$ cat src/rtl/tl_fifo_wr_arb.sv
// Packet-aware round-robin write arbiter for a shared TL FIFO.
// Holds the grant for a whole packet and tracks FIFO occupancy from writes and reads.
module tl_fifo_wr_arb #(
    parameter int N_REQ     = 4,
    parameter int DATA_W    = 32,
    parameter int DEPTH_LG2 = 4,
    parameter int AFULL_THR = 12,
    localparam int IDX_W    = (N_REQ > 1) ? $clog2(N_REQ) : 1,
    localparam int CNT_W    = DEPTH_LG2 + 1
) (
    input  logic                    clk,
    input  logic                    rst_n,
    input  logic [N_REQ-1:0]        req_valid_i,
    input  logic [N_REQ-1:0]        req_last_i,
    input  logic [N_REQ*DATA_W-1:0] req_data_i,
    output logic [N_REQ-1:0]        req_ready_o,
    output logic                    fifo_wren_o,
    output logic [DATA_W-1:0]       fifo_wdata_o,
    input  logic                    fifo_rden_i,
    output logic [CNT_W-1:0]        cnt_o,
    output logic                    full_o,
    output logic                    afull_o,
    output logic                    empty_o,
    output logic                    busy_o,
    output logic [IDX_W-1:0]        grant_idx_o,
    output logic                    underflow_o
);

    typedef enum logic [0:0] {
        IDLE = 1'b0,
        XFER = 1'b1
    } state_t;

    localparam logic [CNT_W-1:0] CAP = CNT_W'(1) << DEPTH_LG2;

    state_t             state_r, state_nxt_s;
    logic [IDX_W-1:0]   grant_r, grant_nxt_s;
    logic [IDX_W-1:0]   rr_ptr_r, rr_nxt_s;
    logic [CNT_W-1:0]   cnt_r, cnt_nxt_s;
    logic               underflow_r;
    logic [IDX_W-1:0]   winner_s;
    logic               found_s;
    logic               full_s, empty_s;
    logic               accept_s, rd_s;

    assign full_s   = (cnt_r == CAP);
    assign empty_s  = (cnt_r == CNT_W'(0));
    assign accept_s = (state_r == XFER) & req_valid_i[grant_r] & ~full_s;
    assign rd_s     = fifo_rden_i & ~empty_s;

    assign fifo_wren_o  = accept_s;
    assign fifo_wdata_o = req_data_i[grant_r*DATA_W +: DATA_W];
    assign cnt_o        = cnt_r;
    assign full_o       = full_s;
    assign afull_o      = (cnt_r >= CNT_W'(AFULL_THR));
    assign empty_o      = empty_s;
    assign busy_o       = (state_r == XFER);
    assign grant_idx_o  = grant_r;
    assign underflow_o  = underflow_r;

    // Round-robin winner: first valid requester after the last granted one.
    always_comb begin
        winner_s = '0;
        found_s  = 1'b0;
        for (int i = 1; i <= N_REQ; i++) begin
            int idx;
            idx = (int'(rr_ptr_r) + i) % N_REQ;
            if (!found_s && req_valid_i[IDX_W'(idx)]) begin
                found_s  = 1'b1;
                winner_s = IDX_W'(idx);
            end else begin
                found_s  = found_s;
            end
        end
    end

    // Only the granted requester sees ready, and only while the FIFO has room.
    always_comb begin
        req_ready_o = '0;
        if (state_r == XFER) begin
            req_ready_o[grant_r] = ~full_s;
        end else begin
            req_ready_o = '0;
        end
    end

    // Next-state logic: arbitrate in IDLE, release the grant on an accepted last beat.
    always_comb begin
        state_nxt_s = state_r;
        grant_nxt_s = grant_r;
        rr_nxt_s    = rr_ptr_r;
        case (state_r)
            IDLE: begin
                if (found_s) begin
                    state_nxt_s = XFER;
                    grant_nxt_s = winner_s;
                end else begin
                    state_nxt_s = IDLE;
                end
            end
            XFER: begin
                if (accept_s && req_last_i[grant_r]) begin
                    state_nxt_s = IDLE;
                    rr_nxt_s    = grant_r;
                end else begin
                    state_nxt_s = XFER;
                end
            end
            default: state_nxt_s = IDLE;
        endcase
    end

    // Occupancy: a simultaneous write and read cancel out.
    always_comb begin
        cnt_nxt_s = cnt_r;
        if (accept_s && !rd_s) begin
            cnt_nxt_s = cnt_r + CNT_W'(1);
        end else if (rd_s && !accept_s) begin
            cnt_nxt_s = cnt_r - CNT_W'(1);
        end else begin
            cnt_nxt_s = cnt_r;
        end
    end

    // State, grant, round-robin pointer, occupancy and sticky underflow registers.
    always_ff @(posedge clk or negedge rst_n) begin
        if (!rst_n) begin
            state_r     <= IDLE;
            grant_r     <= '0;
            rr_ptr_r    <= IDX_W'(N_REQ - 1);
            cnt_r       <= '0;
            underflow_r <= 1'b0;
        end else begin
            state_r     <= state_nxt_s;
            grant_r     <= grant_nxt_s;
            rr_ptr_r    <= rr_nxt_s;
            cnt_r       <= cnt_nxt_s;
            underflow_r <= underflow_r | (fifo_rden_i & empty_s);
        end
    end

endmodule

$ cat config.mk
export PLATFORM = sky130hd
export DESIGN_NAME = tl_fifo_wr_arb
export DESIGN_NICKNAME = d
export VERILOG_FILES = /design/src/rtl/tl_fifo_wr_arb.sv
export SDC_FILE = /design/constraint.sdc
export NUM_CORES = 1
export LEC_CHECK = 0
export ABC_AREA = 1
export BUFFER_PORTS_ARGS = -buffer_cell sky130_fd_sc_hd__buf_4
export CAP_MARGIN = 0
export CORE_AREA = 2 2 73 75
export CTS_CLUSTER_DIAMETER = 150
export CTS_CLUSTER_SIZE = 16
export DETAILED_ROUTE_END_ITERATION = 16
export DIE_AREA = 0 0 75 77
export PLACE_DENSITY_LB_ADDON = 0.1
export SLEW_MARGIN = 25
export SYNTH_ARGS = -nofsm -noshare
export SYNTH_HDL_FRONTEND = slang
export SYNTH_SLANG_ARGS = --single-unit
$ cat constraint.sdc
create_clock -name clk -period 2.6 [get_ports clk]
set_clock_uncertainty 0.15 [all_clocks]
set_input_delay 0.26 -clock clk [delete_from_list [all_inputs] [get_ports clk]]
set_output_delay 0.26 -clock clk [all_outputs]
set_load 0.05 [all_outputs]
### Word-level counts from Yosys, hierarchy flattened

Cells that the tools add are included.
Widths: inputs -> output; s select.

| word-level totals | value |
|---|---|
| bits in registers | 11 |
| memories kept | 0 |
| memory bits (writable) | 0 |
| output and inout bits | 49 |
| bits in latches | 0 |
| word-level logic and storage cells | 77 |
| memory bits (read-only) | 0 |
| input port bits | 139 |

| operators by class | value |
|---|---|
| $lt $le $gt $ge | 7 |
| mux-type cells | 32 |
| shift-type cells | 1 |
| reductions and logical operators | 16 |
| add/subtract/negate cells | 6 |
| multiply operators | 0 |
| divide/modulo/power cells | 0 |
| equal/unequal tests | 1 |
| bitwise operators | 9 |

Operator list:

| cell | count |
|---|---|
| $shiftx 128x8->32 | 1 |
| $mux 1 | 17 |
| $lt 2x4->1 const B | 4 |
| $bmux 1 s2 | 6 |
| $mux 5 | 2 |
| $mux 2 | 4 |
| $logic_and 1x1->1 | 7 |
| $add 5x1->5 const B | 1 |
| $eq 5x5->1 const B | 1 |
| $ge 5x4->1 const B | 1 |
| $logic_not 1->1 | 5 |
| $logic_not 5->1 | 1 |
| $sub 5x1->5 const B | 1 |
| $add 2x1->2 const B | 2 |
| $add 2x2->2 const B | 2 |
| $and 1x1->1 | 4 |
| $and 4x4->4 | 1 |
| $mux 4 | 1 |
| $reduce_and 2->1 | 2 |
| $lt 2x3->1 const B | 1 |
| $not 1->1 | 3 |
| $demux 1 s2 | 1 |
| $ge 2x1->1 const B | 1 |
| $pmux 1 s2 | 1 |
| other kinds (2) | 2 |

### Logic depth before layout (Yosys ltp)

Gate-level depths: netlist (run 1).

| depth | value |
|---|---|
| depth after elaboration | 16 |
| gate-level depth with buffers | 15 |
| depth with buffers taken out | 15 |

### Worst setup path before layout (run 1)

Ideal clock, no wire load.

| timing | value |
|---|---|
| path type | register to register |
| from | reg cnt_r[0] (netlist: cnt_o[0]) |
| to | reg cnt_r[4] (netlist: cnt_o[4]) |
| arrival time | 2730 ps |
| setup time | 67 ps |
| required time | 2383 ps |
| clock period less this slack | 2947 ps |
| stages on the path, launching flop included | 16 |
| path slack | -347 ps |
| buffers on the path | 0 |
| cells stage by stage | dfrtp_1 > nor2_1 > nand3_1 > inv_2 > nand2_1 > nand2_1 > nor2_4 > ha_1 > inv_1 > fa_1 > nand2_1 > nand2_1 > a21oi_1 > xor2_1 > nand2_1 > nand2_1 |

| between the ends | value |
|---|---|
| longest elaborated chain between the ends | 6 |
| elaborated cells on any way between the ends | 15 |
| those cells by class | 2 x add/sub; 1 x eq/ne; 2 x mux; 4 x bitwise; 6 x reduce/logical |

Ends and longest elaborated chain:

| what | line | text |
|---|---|---|
| start, declared | 39 | `logic [CNT_W-1:0] cnt_r, cnt_nxt_s;` |
| start signal, assigned | 137 | `cnt_r <= cnt_nxt_s;` |
| $eq 5x5->1 * | 46 | `assign full_s = (cnt_r == CAP);` |
| $not 1->1 * | 48 | `assign accept_s = (state_r == XFER) & req_valid_i[grant_r] & ~full_s;` |
| $and 1x1->1 * | 48 |  |
| via fifo_wren_o | 17 | `output logic fifo_wren_o,` |
| $logic_not 1->1 | 118 | `end else if (rd_s && !accept_s) begin` |
| $logic_and 1x1->1 | 118 |  |
| $reduce_bool 2->1 (no line) | - |  |

Mark *: on every way through the listed nets, which the timed path passes. The rest lies on a longest branch. The select of a mux whose other input is x is not followed.
A chain may end at the register's enable or synchronous reset.

### Worst setup path in the final report (run 1)

| timing | value |
|---|---|
| from | reg cnt_r[0] (netlist: cnt_o[0]) |
| to | reg cnt_r[3] (netlist: cnt_o[3]) |

| between the ends | value |
|---|---|
| longest elaborated chain between the ends | 6 |
| elaborated cells on any way between the ends | 15 |
| those cells by class | 2 x add/sub; 1 x eq/ne; 2 x mux; 4 x bitwise; 6 x reduce/logical |

Ends and longest elaborated chain:

| what |
|---|
| branches (longest 6 deep; another with $sub 5x1->5) |

Several ways; the timed one is not identified. The select of a mux whose other input is x is not followed.

==> impl_metrics.env, run 1 <==
export IMPL_die_h_um=77
export IMPL_slew_violations=0
export IMPL_cts_sinks=11
export IMPL_clk_pin_slew_ps=50
export IMPL_setup_tns_ps=0
export IMPL_tightest_slew_ps=599
export IMPL_path_max_fanout=5
export IMPL_start_kind="flip-flop"
export IMPL_viasPerCell=5.02
export IMPL_drc_errors=0
export IMPL_die_area_sq_mm=0.00578
export IMPL_initial_core_util=0.337
export IMPL_r2r_slack_ps=210
export IMPL_drive_gt1_frac=0.534
export IMPL_slew_limit_headroom=0.600
export IMPL_avgSynthCellArea_sq_um=6.35
export IMPL_cp_arrival_ps=2360
export IMPL_ctsHtreeMaxLevel=1
export IMPL_hp_class="in -> reg"
export IMPL_grt_usage=0.265
export IMPL_path_cells="nor2_2 -> nand3_2 -> inv_2 -> nand2_1 -> nand2_4 -> nor2_4 -> ha_4 -> inv_2 -> ha_1 -> nand2_1 -> inv_1 -> o21ai_2 -> a21oi_1 -> o21ai_0 -> o21ai_0"
export IMPL_die_w_um=75
export IMPL_wl_um=7900
export IMPL_hpwlAfterDp_um=6260
export IMPL_worstHoldPathCells=2
export IMPL_antenna_left=0
export IMPL_antenna_cells=0
export IMPL_worstSetupPathType="reg -> reg"
export IMPL_crit_required_ps=2570
export IMPL_tritoncts="built"
export IMPL_place_congestion=0.895
export IMPL_ys_seq_elements=11
export IMPL_critical_path_slowest_cell="dfrtp_2"
export IMPL_ys_warn_count=0
export IMPL_fin_ws_ps=205
export IMPL_min_period_ps=2390
export IMPL_grt_pass1_vias=2511
export IMPL_grt_overflow=0
export IMPL_maxCapViolations=0
export IMPL_avgRoutedWirePerCell_um=15.4
export IMPL_final_cell_mix="188 x buf_4, 90 x nand2_1, 58 x a22oi_1"
export IMPL_yosysSeqAreaShare=0.166
export IMPL_grt_pass1_wl_um=12200
export IMPL_syn_inst=264
export IMPL_yosysTopAreaCell="a22oi_1"
export IMPL_yosys_top_cells_area="a22oi_1 26%, nand2_1 20%, dfrtp_1 13%, inv_1 3.6%, nand3_1 3.3%"
export IMPL_cts_buffers=3
export IMPL_first_iter_violations=161
export IMPL_clock_path_buffers=2
export IMPL_setup_violations=0
export IMPL_core_area_sq_mm=0.00498
export IMPL_antenna_found_initial=0
export IMPL_power_leakage_nw=1.76
export IMPL_synth_cell_types=32
export IMPL_status="finished clean"
export IMPL_hold_viol_final=0
export IMPL_dr_pass1_iters=4
export IMPL_portBuffers=187
export IMPL_startpoint="cnt_o[0]"
export IMPL_cts_setup_buffers=0
export IMPL_fp_row_count=26
export IMPL_irDropWorstVdd_v=0.00114
export IMPL_dp_slack_ps=135
export IMPL_vias=2582
export IMPL_reg2reg_depth=15
export IMPL_synth_top_area_share=0.260
export IMPL_io_pins=188
export IMPL_cpPeakStageDelay_ps=450
export IMPL_syn_num_nets=408
export IMPL_rsz0062_at_grt="no"
export IMPL_clock_latency_ps=240
export IMPL_cp_end_kind="flip-flop"
export IMPL_final_common_cell="buf_4"
export IMPL_crit_end="cnt_o[3]"
export IMPL_grt_max_degree=34
export IMPL_cts_root_buf="clkbuf_8"
export IMPL_p_per_area_mw_per_mm2=1560
export IMPL_fmax_ghz=0.418
export IMPL_min_period_over_period=0.921
export IMPL_synth_area_sq_mm=0.00168
export IMPL_synthToLayoutAreaGrowth_pct=91.5
export IMPL_r2r_end="cnt_o[3]"
export IMPL_r2r_start="cnt_o[0]"
export IMPL_nNetsFinal=589
[what timing repair did]
| action | CTS | global route |
|---|---|---|
| endpoints found under the hold margin | 11 | 0 |
| setup endpoints to repair | 0 | 2 |
| resized for setup | 0 | 4 |
| hold buffers | 1 | 0 |
[metrics by stage]
step | hold WS, ps | utilization | cells | area (sq um) | total power [mW]
3_5_place_dp | -46.6 | 0.632 | 509 | 3150 | 4.79
6_report | 89.0 | 0.645 | 514 | 3210 | 5.00
2_1_floorplan | -186 | - | 264 | 1720 | 3.57
3_3_place_gp | -45.4 | 0.632 | 509 | 3150 | 4.75
5_1_grt | 89.5 | 0.645 | 514 | 3210 | 5.35
4_1_cts | 84.2 | 0.643 | 514 | 3200 | 4.98
[registers in the layout (all words and copies together) (netlist names)]
| name | cells |
|---|---|
| grant_idx_o | 2 |
| cnt_o | 5 |
| underflow_o | 1 |
| rr_ptr_r | 2 |
| busy_o | 1 |
[Yosys cell counts]
cell type and number:
a21o_1 1, a21oi_1 2, a22oi_1 58, a31oi_1 1, and3_1 1, buf_1 3
buf_2 9, buf_6 1, clkinv_1 1, dfrtp_1 9, dfstp_2 2, fa_1 1
ha_1 4, inv_1 16, inv_2 9, inv_4 1, nand2_1 91, nand2_2 8
nand2_4 4, nand3_1 11, nand3_2 1, nand4_1 2, nor2_1 10, nor2_2 1
nor2_4 3, o21ai_0 5, o21ai_1 2, o21bai_1 1, o22ai_1 1, o22ai_2 2
xnor2_1 1, xor2_1 2
[layout make-up]
type                       instances  area (sq um)
tap                               70          87.6
timing repair buffer             189          1420
sequential                        11           288
multi-input combinational        213          1260
fill                             457          1770
clock buffer                       4          45.0
inverter                          27           104
[layer usage]
metal / wire, um / GRT usage
met3: 693 / 0.0618
met4: 210 / 0.0821
met5: 0 / 0
met2: 3920 / 0.444
met1: 3080 / 0.329
[power by group]
part | switching, mW | internal [mW]
combinational | 3.02 | 1.37
clock | 0.0639 | 0.108
sequential | 0.147 | 0.284
total | 3.23 | 1.76
[cells by family (layout without fill, tap and decap cells)]
| group | after synthesis | after routing | share of synthesized area |
|---|---|---|---|
| AO/OA/AOI/OAI | 73 | 73 | 0.318 |
| XOR/XNOR | 3 | 3 | 0.0157 |
| adder cells (fa/ha/maj) | 5 | 5 | 0.0418 |
| buffers and inverters | 40 | 220 | 0.102 |
| flip-flops | 11 | 11 | 0.166 |
| AND/OR/NAND/NOR | 132 | 132 | 0.357 |
[critical path, delay by kind of cell, from the launching register on]
kind | cells | cell delay [ps]
AND/OR/NAND/NOR | 6 | 590
AO/OA/AOI/OAI | 4 | 490
flip-flops | 1 | 450
buffers and inverters | 3 | 210
adder cells (fa/ha/maj) | 2 | 390
[worst min path at each step]
stage	start	endpoint	slack [ps]
after floorplan	rst_n	busy_o	-190
after global placement	rst_n	underflow_o	-50
after detailed placement	rst_n	underflow_o	-50
after CTS	fifo_rden_i	underflow_o	80
after global routing	fifo_rden_i	underflow_o	90
final	fifo_rden_i	underflow_o	90
No activity file was read; power rests on OpenSTA's default activity.
==> run 2: changes to the inputs <==
- ABC_AREA: 1 -> unset
==> run 2 against run 1 <==
Utilization fell by 0.88 points; first-iteration DRC count fell by 57%; combinational power fell by 11%; register-to-register slack got worse by 130 ps; critical path depth fell by 4; critical endpoint is now cnt_o[4]; design area fell by 1.4%; critical path type unchanged; hold slack improved by 15 ps; wire length fell by 15%; clock power fell by 2%; cell count fell by 26%; total power fell by 11%.
==> impl_metrics.env, run 2 <==
export IMPL_cpPeakStageDelay_ps=370
export IMPL_synth_common_cells="34 x mux4_2, 9 x dfrtp_1, 8 x nor2_1"
export IMPL_vias=1876
export IMPL_slew_limit_headroom=0.536
export IMPL_cts_sinks=11
export IMPL_antenna_found_initial=0
export IMPL_holdCritStartpoint="fifo_rden_i"
export IMPL_path_max_fanout=5
export IMPL_yosysTopAreaCell="mux4_2"
export IMPL_clockPowerShare=0.038
export IMPL_seqPwrFrac=0.082
export IMPL_swShare=0.561
export IMPL_synth_most_common_cell="mux4_2"
export IMPL_r2r_start="cnt_o[3]"
export IMPL_syn_num_nets=259
export IMPL_reg2reg_depth=11
export IMPL_antenna_cells=0
export IMPL_hold_viol_final=0
export IMPL_cts_root_buf="clkbuf_8"
export IMPL_crit_required_ps=2560
export IMPL_initial_core_util=0.305
export IMPL_critical_path_slowest_cell="dfrtp_1"
export IMPL_r2r_slack_ps=80
export IMPL_status="finished clean"
export IMPL_synth_top_area_share=0.505
export IMPL_fmax_ghz=0.396
export IMPL_avgSynthCellArea_sq_um=13.2
export IMPL_dr_pass1_iters=4
export IMPL_worstSetupPathType="reg -> reg"
export IMPL_yosys_top_cells_area="mux4_2 50%, dfrtp_1 15%, dfstp_2 3.5%, ha_1 3.3%, a21oi_1 2.3%"
export IMPL_cp_end_kind="flip-flop"
export IMPL_gr_usage_met2=0.379
export IMPL_design_area_sq_mm=0.00317
export IMPL_nNetsFinal=455
export IMPL_tritoncts="built"
export IMPL_clock_latency_ps=240
export IMPL_cts_buffers=3
export IMPL_slew_violations=0
export IMPL_fp_row_count=26
export IMPL_power_mw=4.43
export IMPL_cp_common_cell="a21oi_2"
export IMPL_grt_util_met3=0.0512
export IMPL_yosysSeqAreaShare=0.183
export IMPL_gr_max_usage_layer="met2"
export IMPL_grt_pass1_vias=1869
export IMPL_path_cells="buf_4 -> nor4_4 -> a21oi_2 -> and2_4 -> ha_2 -> inv_2 -> ha_1 -> a21o_1 -> a21oi_2 -> mux2i_1 -> xnor2_1"
export IMPL_holdPathEnd="underflow_o"
export IMPL_avgRoutedWirePerCell_um=17.7
export IMPL_hpwlAfterDp_um=5600
export IMPL_ys_flop_type="dfrtp_1"
export IMPL_met1_usage=0.278
export IMPL_p_comb_frac=0.880
export IMPL_clock_path_buffers=2
export IMPL_ys_seq_elements=11
export IMPL_irDropWorstVdd_v=0.000843
export IMPL_first_iter_violations=70
export IMPL_grt_pass1_wl_um=9930
export IMPL_drc_errors=0
export IMPL_setup_tns_ps=0
export IMPL_final_common_cell="buf_4"
export IMPL_die_h_um=77
export IMPL_io_pins=188
export IMPL_largest_reg_flops=5
export IMPL_p_per_area_mw_per_mm2=1400
export IMPL_min_period_over_period=0.970
export IMPL_async_flop_share=1.00
export IMPL_synthToLayoutAreaGrowth_pct=109
export IMPL_wl_um=6720
export IMPL_post_dp_cell_area_sq_mm=0.00305
export IMPL_ctsHtreeMaxLevel=1
export IMPL_final_util=0.636
export IMPL_final_cell_mix="200 x buf_4, 34 x mux4_2, 8 x nor2_1"
export IMPL_synth_cell_types=33
export IMPL_r2r_end="cnt_o[4]"
export IMPL_maxCapViolations=0
export IMPL_die_area_sq_mm=0.00578
export IMPL_tightest_slew_ps=696
export IMPL_internal_power_mw=1.94
export IMPL_power_leakage_nw=1.53
export IMPL_clk_pin_slew_ps=50
export IMPL_antenna_left=0
export IMPL_portBuffers=187
export IMPL_cp_arrival_ps=2490
export IMPL_grt_max_degree=41
export IMPL_hp_class="in -> reg"
export IMPL_worstHoldPathCells=2
export IMPL_drive_gt1_frac=0.835
export IMPL_min_period_ps=2520
export IMPL_p_sw_mw=2.48
export IMPL_die_w_um=75
export IMPL_rsz0062_at_grt="yes"
export IMPL_synth_edff_count=0
export IMPL_syn_inst=115
export IMPL_synth_area_sq_mm=0.00152
export IMPL_start_kind="flip-flop"
export IMPL_grt_usage=0.221
export IMPL_viasPerCell=4.94
export IMPL_grt_overflow=0
export IMPL_core_area_sq_mm=0.00498
export IMPL_setup_violations=0
export IMPL_ys_warn_count=0
export IMPL_place_congestion=0.810
run 2: changes by cell type in the layout (fill, tap and decap cells not counted), moves of 5 or more:
| cell | before | now |
|---|---|---|
| a22oi_1 | 58 | 0 |
| buf_4 | 188 | 200 |
| inv_1 | 14 | 2 |
| inv_2 | 11 | 1 |
| mux4_2 | 0 | 34 |
| nand2_1 | 90 | 4 |
| nand2_2 | 8 | 0 |
| nand2_4 | 5 | 0 |
| nand3_1 | 10 | 0 |
run 2: routing by layer:
metal  vias up  share of wire
li1        870              -
met1       910           0.37
met2        88           0.53
met3         8          0.084
met4         0          0.016
met5         -              0
run 2: critical path: cells and delay by family (launching register included):
| kind | cells | cell delay, ps |
|---|---|---|
| AND/OR/NAND/NOR | 2 | 480 |
| multiplexers | 1 | 220 |
| adder cells (fa/ha/maj) | 2 | 420 |
| XOR/XNOR | 1 | 90 |
| buffers and inverters | 2 | 240 |
| flip-flops | 1 | 370 |
| AO/OA/AOI/OAI | 3 | 420 |
run 2: power groups by stage:
stage          clock network, mW  logic (mW)  registers (mW)
2_1_floorplan                  0        2.52           0.602
5_1_grt                    0.182        4.11           0.376
3_3_place_gp                   0        3.81           0.355
3_5_place_dp                   0        3.84           0.359
6_report                   0.168        3.89           0.364
4_1_cts                    0.172        3.90           0.361
run 2: cells by family (layout without fill, tap and decap cells):
family          after synthesis  in the layout  share of synthesized area
mux                          39             39                      0.545
simple gates                 23             23                     0.0791
compound gates               19             19                     0.0759
buf+inv                      14            209                     0.0478
flops                        11             11                      0.183
fa+ha+maj                     5              5                     0.0462
xor+xnor                      4              4                     0.0231
run 2: cell type report:
type | instances | area, sq um
fillers | 427 | 1810
repair buffers | 202 | 1520
multi-input cells | 90 | 1220
flip-flops and latches | 11 | 282
well taps | 70 | 87.6
clock buffers | 4 | 45.0
inverters | 3 | 11.3
run 2: repair_timing:
item                                    in CTS  in global routing
pin swaps                                    2                  8
cloned                                       0                  0
endpoints found under the hold margin       11                  0
hold buffers                                 1                  0
gates resized for setup                      7                  2
setup buffers                                0                  3
endpoints found under the setup margin       2                  2
run 2: stage by stage:
step                      instances  setup WS [ps]  hold WS [ps]
after global routing            380          -91.7           103
after detailed placement        372           -107         -47.0
after floorplan                 115           -289          -186
after global placement          372          -59.8         -48.4
final                           380           77.0           104
after CTS                       377          0.371           104
run 2: worst max-delay path by stage:
| stage | from | to | slack [ps] | depth (start not counted) |
|---|---|---|---|---|
| 2_1_floorplan | cnt_o[2] | cnt_o[4] | -290 | 10 |
| 3_3_place_gp | cnt_o[0] | cnt_o[4] | -60 | 9 |
| 3_5_place_dp | cnt_o[0] | cnt_o[4] | -110 | 9 |
| 4_1_cts | cnt_o[0] | cnt_o[4] | 0.4 | 9 |
| 5_1_grt | cnt_o[3] | cnt_o[4] | -90 | 11 |
| 6_report | cnt_o[3] | cnt_o[4] | 80 | 11 |
==> run 3: changes to the inputs <==
- CORE_AREA: 2 2 73 75 -> 2 2 72 74
- DIE_AREA: 0 0 75 77 -> 0 0 74 76
- clock period: 2.6 -> 3.27 ns (I/O delays scaled with it)
==> run 3 against run 2 <==
Utilization down 2.2 points; critical path type unchanged; critical endpoint unchanged; wire length down 0.34%; largest cell class unchanged; combinational power down 26%; hold slack better by 54 ps; register-to-register slack better by 280 ps; flip-flop and latch count unchanged; first-iteration DRC count down 21%.
==> impl_metrics.env, run 3 (synthesis results as in run 2) <==
export IMPL_status="finished clean"
export IMPL_reg2reg_depth=9
export IMPL_setup_violations=0
export IMPL_post_dp_cell_area_sq_mm=0.00296
export IMPL_slew_violations=0
export IMPL_dr_pass1_iters=4
export IMPL_antenna_found_initial=0
export IMPL_min_period_over_period=0.892
export IMPL_cts_root_buf="clkbuf_8"
export IMPL_die_area_sq_mm=0.00562
export IMPL_core_area_sq_mm=0.00491
export IMPL_vias=1840
export IMPL_antenna_cells=0
export IMPL_die_w_um=74
export IMPL_start_kind="flip-flop"
export IMPL_min_period_ps=2920
export IMPL_grt_pass1_vias=1847
export IMPL_crit_required_ps=3280
export IMPL_final_cell_mix="189 x buf_4, 34 x mux4_2, 8 x nor2_1, 8 x dfrtp_1, 7 x a21oi_1"
export IMPL_r2r_slack_ps=350
export IMPL_cts_resized_gates=0
export IMPL_holdPathEnd="underflow_o"
export IMPL_clock_path_buffers=2
export IMPL_wl_um=6700
export IMPL_initial_core_util=0.309
export IMPL_hp_class="in -> reg"
export IMPL_cts_setup_buffers=0
export IMPL_antenna_left=0
export IMPL_cp_arrival_ps=2920
export IMPL_fp_row_count=26
export IMPL_drc_errors=0
export IMPL_maxCapViolations=0
export IMPL_place_congestion=0.918
export IMPL_cp_end_kind="flip-flop"
export IMPL_die_h_um=76
export IMPL_hold_buffers=1
export IMPL_hpwlAfterDp_um=5660
export IMPL_grt_usage=0.229
export IMPL_nNetsFinal=443
export IMPL_synthToLayoutAreaGrowth_pct=98.9
export IMPL_grt_pass1_wl_um=9860
export IMPL_fin_ws_ps=353
export IMPL_worstSetupPathType="reg -> reg"
export IMPL_cts_sinks=11
export IMPL_met1Wirelength_um=2770
export IMPL_grt_max_degree=41
export IMPL_portBuffers=187
export IMPL_final_common_cell="buf_4"
export IMPL_fillCellCount=415
export IMPL_p_per_area_mw_per_mm2=1100
export IMPL_tightest_slew_ps=676
export IMPL_first_iter_violations=55
export IMPL_irDropWorstVdd_v=0.000797
export IMPL_setup_tns_ps=0
export IMPL_path_max_fanout=6
export IMPL_avgRoutedWirePerCell_um=18.2
export IMPL_holdCritStartpoint="fifo_rden_i"
export IMPL_design_area_sq_mm=0.00302
export IMPL_r2r_start="cnt_o[0]"
export IMPL_highest_signal_layer="met4"
export IMPL_met3RoutedLength_um=593
export IMPL_wl_met2_um=3220
export IMPL_fmax_ghz=0.343
export IMPL_slew_limit_headroom=0.549
export IMPL_viasPerCell=5.00
export IMPL_cts_buffers=3
export IMPL_hold_viol_final=0
export IMPL_power_leakage_nw=1.47
export IMPL_rsz0062_at_grt="no"
export IMPL_largest_reg_flops=5
export IMPL_ctsHtreeMaxLevel=1
export IMPL_tritoncts="built"
export IMPL_drive_gt1_frac=0.782
export IMPL_worstHoldPathCells=2
export IMPL_r2r_end="cnt_o[4]"
export IMPL_clk_pin_slew_ps=50
export IMPL_io_pins=188
export IMPL_dp_slack_ps=392
export IMPL_grt_overflow=0
export IMPL_clock_latency_ps=230
[run 3: changes by cell type in the layout (fill, tap and decap cells not counted), moves of 2 or more]
cell / before / now
a21oi_1: 4 / 7
dfrtp_1: 6 / 8
buf_4: 200 / 189
dfrtp_2: 3 / 1
a21oi_2: 3 / 0
[run 3: final cells by class]
cell class                 count  area [sq um]  share of cell area
timing repair buffer         190          1430               0.473
multi-input combinational     90          1170               0.387
sequential                    11           279              0.0924
tap                           70          87.6              0.0290
clock buffer                   4          45.0              0.0149
inverter                       3          11.3             0.00373
[run 3: through the flow]
step / util / power (mW) / cells / hold slack (ps)
floorplan: - / 2.45 / 115 / -119
detailed placement: 0.603 / 3.21 / 363 / 20.6
global placement: 0.603 / 3.19 / 363 / 21.7
CTS: 0.615 / 3.35 / 368 / 153
finish: 0.615 / 3.33 / 368 / 158
global route: 0.615 / 3.51 / 368 / 153
[run 3: critical path, stage by stage, from the launching register on]
cell     delay, ps
dfrtp_1        460
or4_1          600
o21ai_0        180
ha_1           180
inv_1          100
fa_1           420
a21o_1         200
a21oi_1        170
mux2i_1        240
xnor2_1        130
[run 3: where the power goes]
part / internal, mW / switching (mW) / leakage, nW
clock network: 0.0852 / 0.0459 / 0.0228
logic: 1.11 / 1.77 / 1.32
registers: 0.220 / 0.0943 / 0.123
total: 1.41 / 1.91 / 1.47
[run 3: routing by layer]
| layer | global-route usage | vias up |
|---|---|---|
| met1 | 0.315 | 884 |
| met2 | 0.371 | 99 |
| met3 | 0.0516 | 10 |
| met5 | 0 | - |
| met4 | 0.0436 | 0 |
| li1 | - | 847 |
[run 3: worst max path at each step]
stage             start       end  slack (ps)
6_report       cnt_o[0]  cnt_o[4]         350
5_1_grt        cnt_o[0]  cnt_o[4]         130
4_1_cts        cnt_o[0]  cnt_o[4]         380
3_5_place_dp   cnt_o[0]  cnt_o[4]         390
3_3_place_gp   cnt_o[0]  cnt_o[4]         470
2_1_floorplan  cnt_o[0]  cnt_o[4]          30
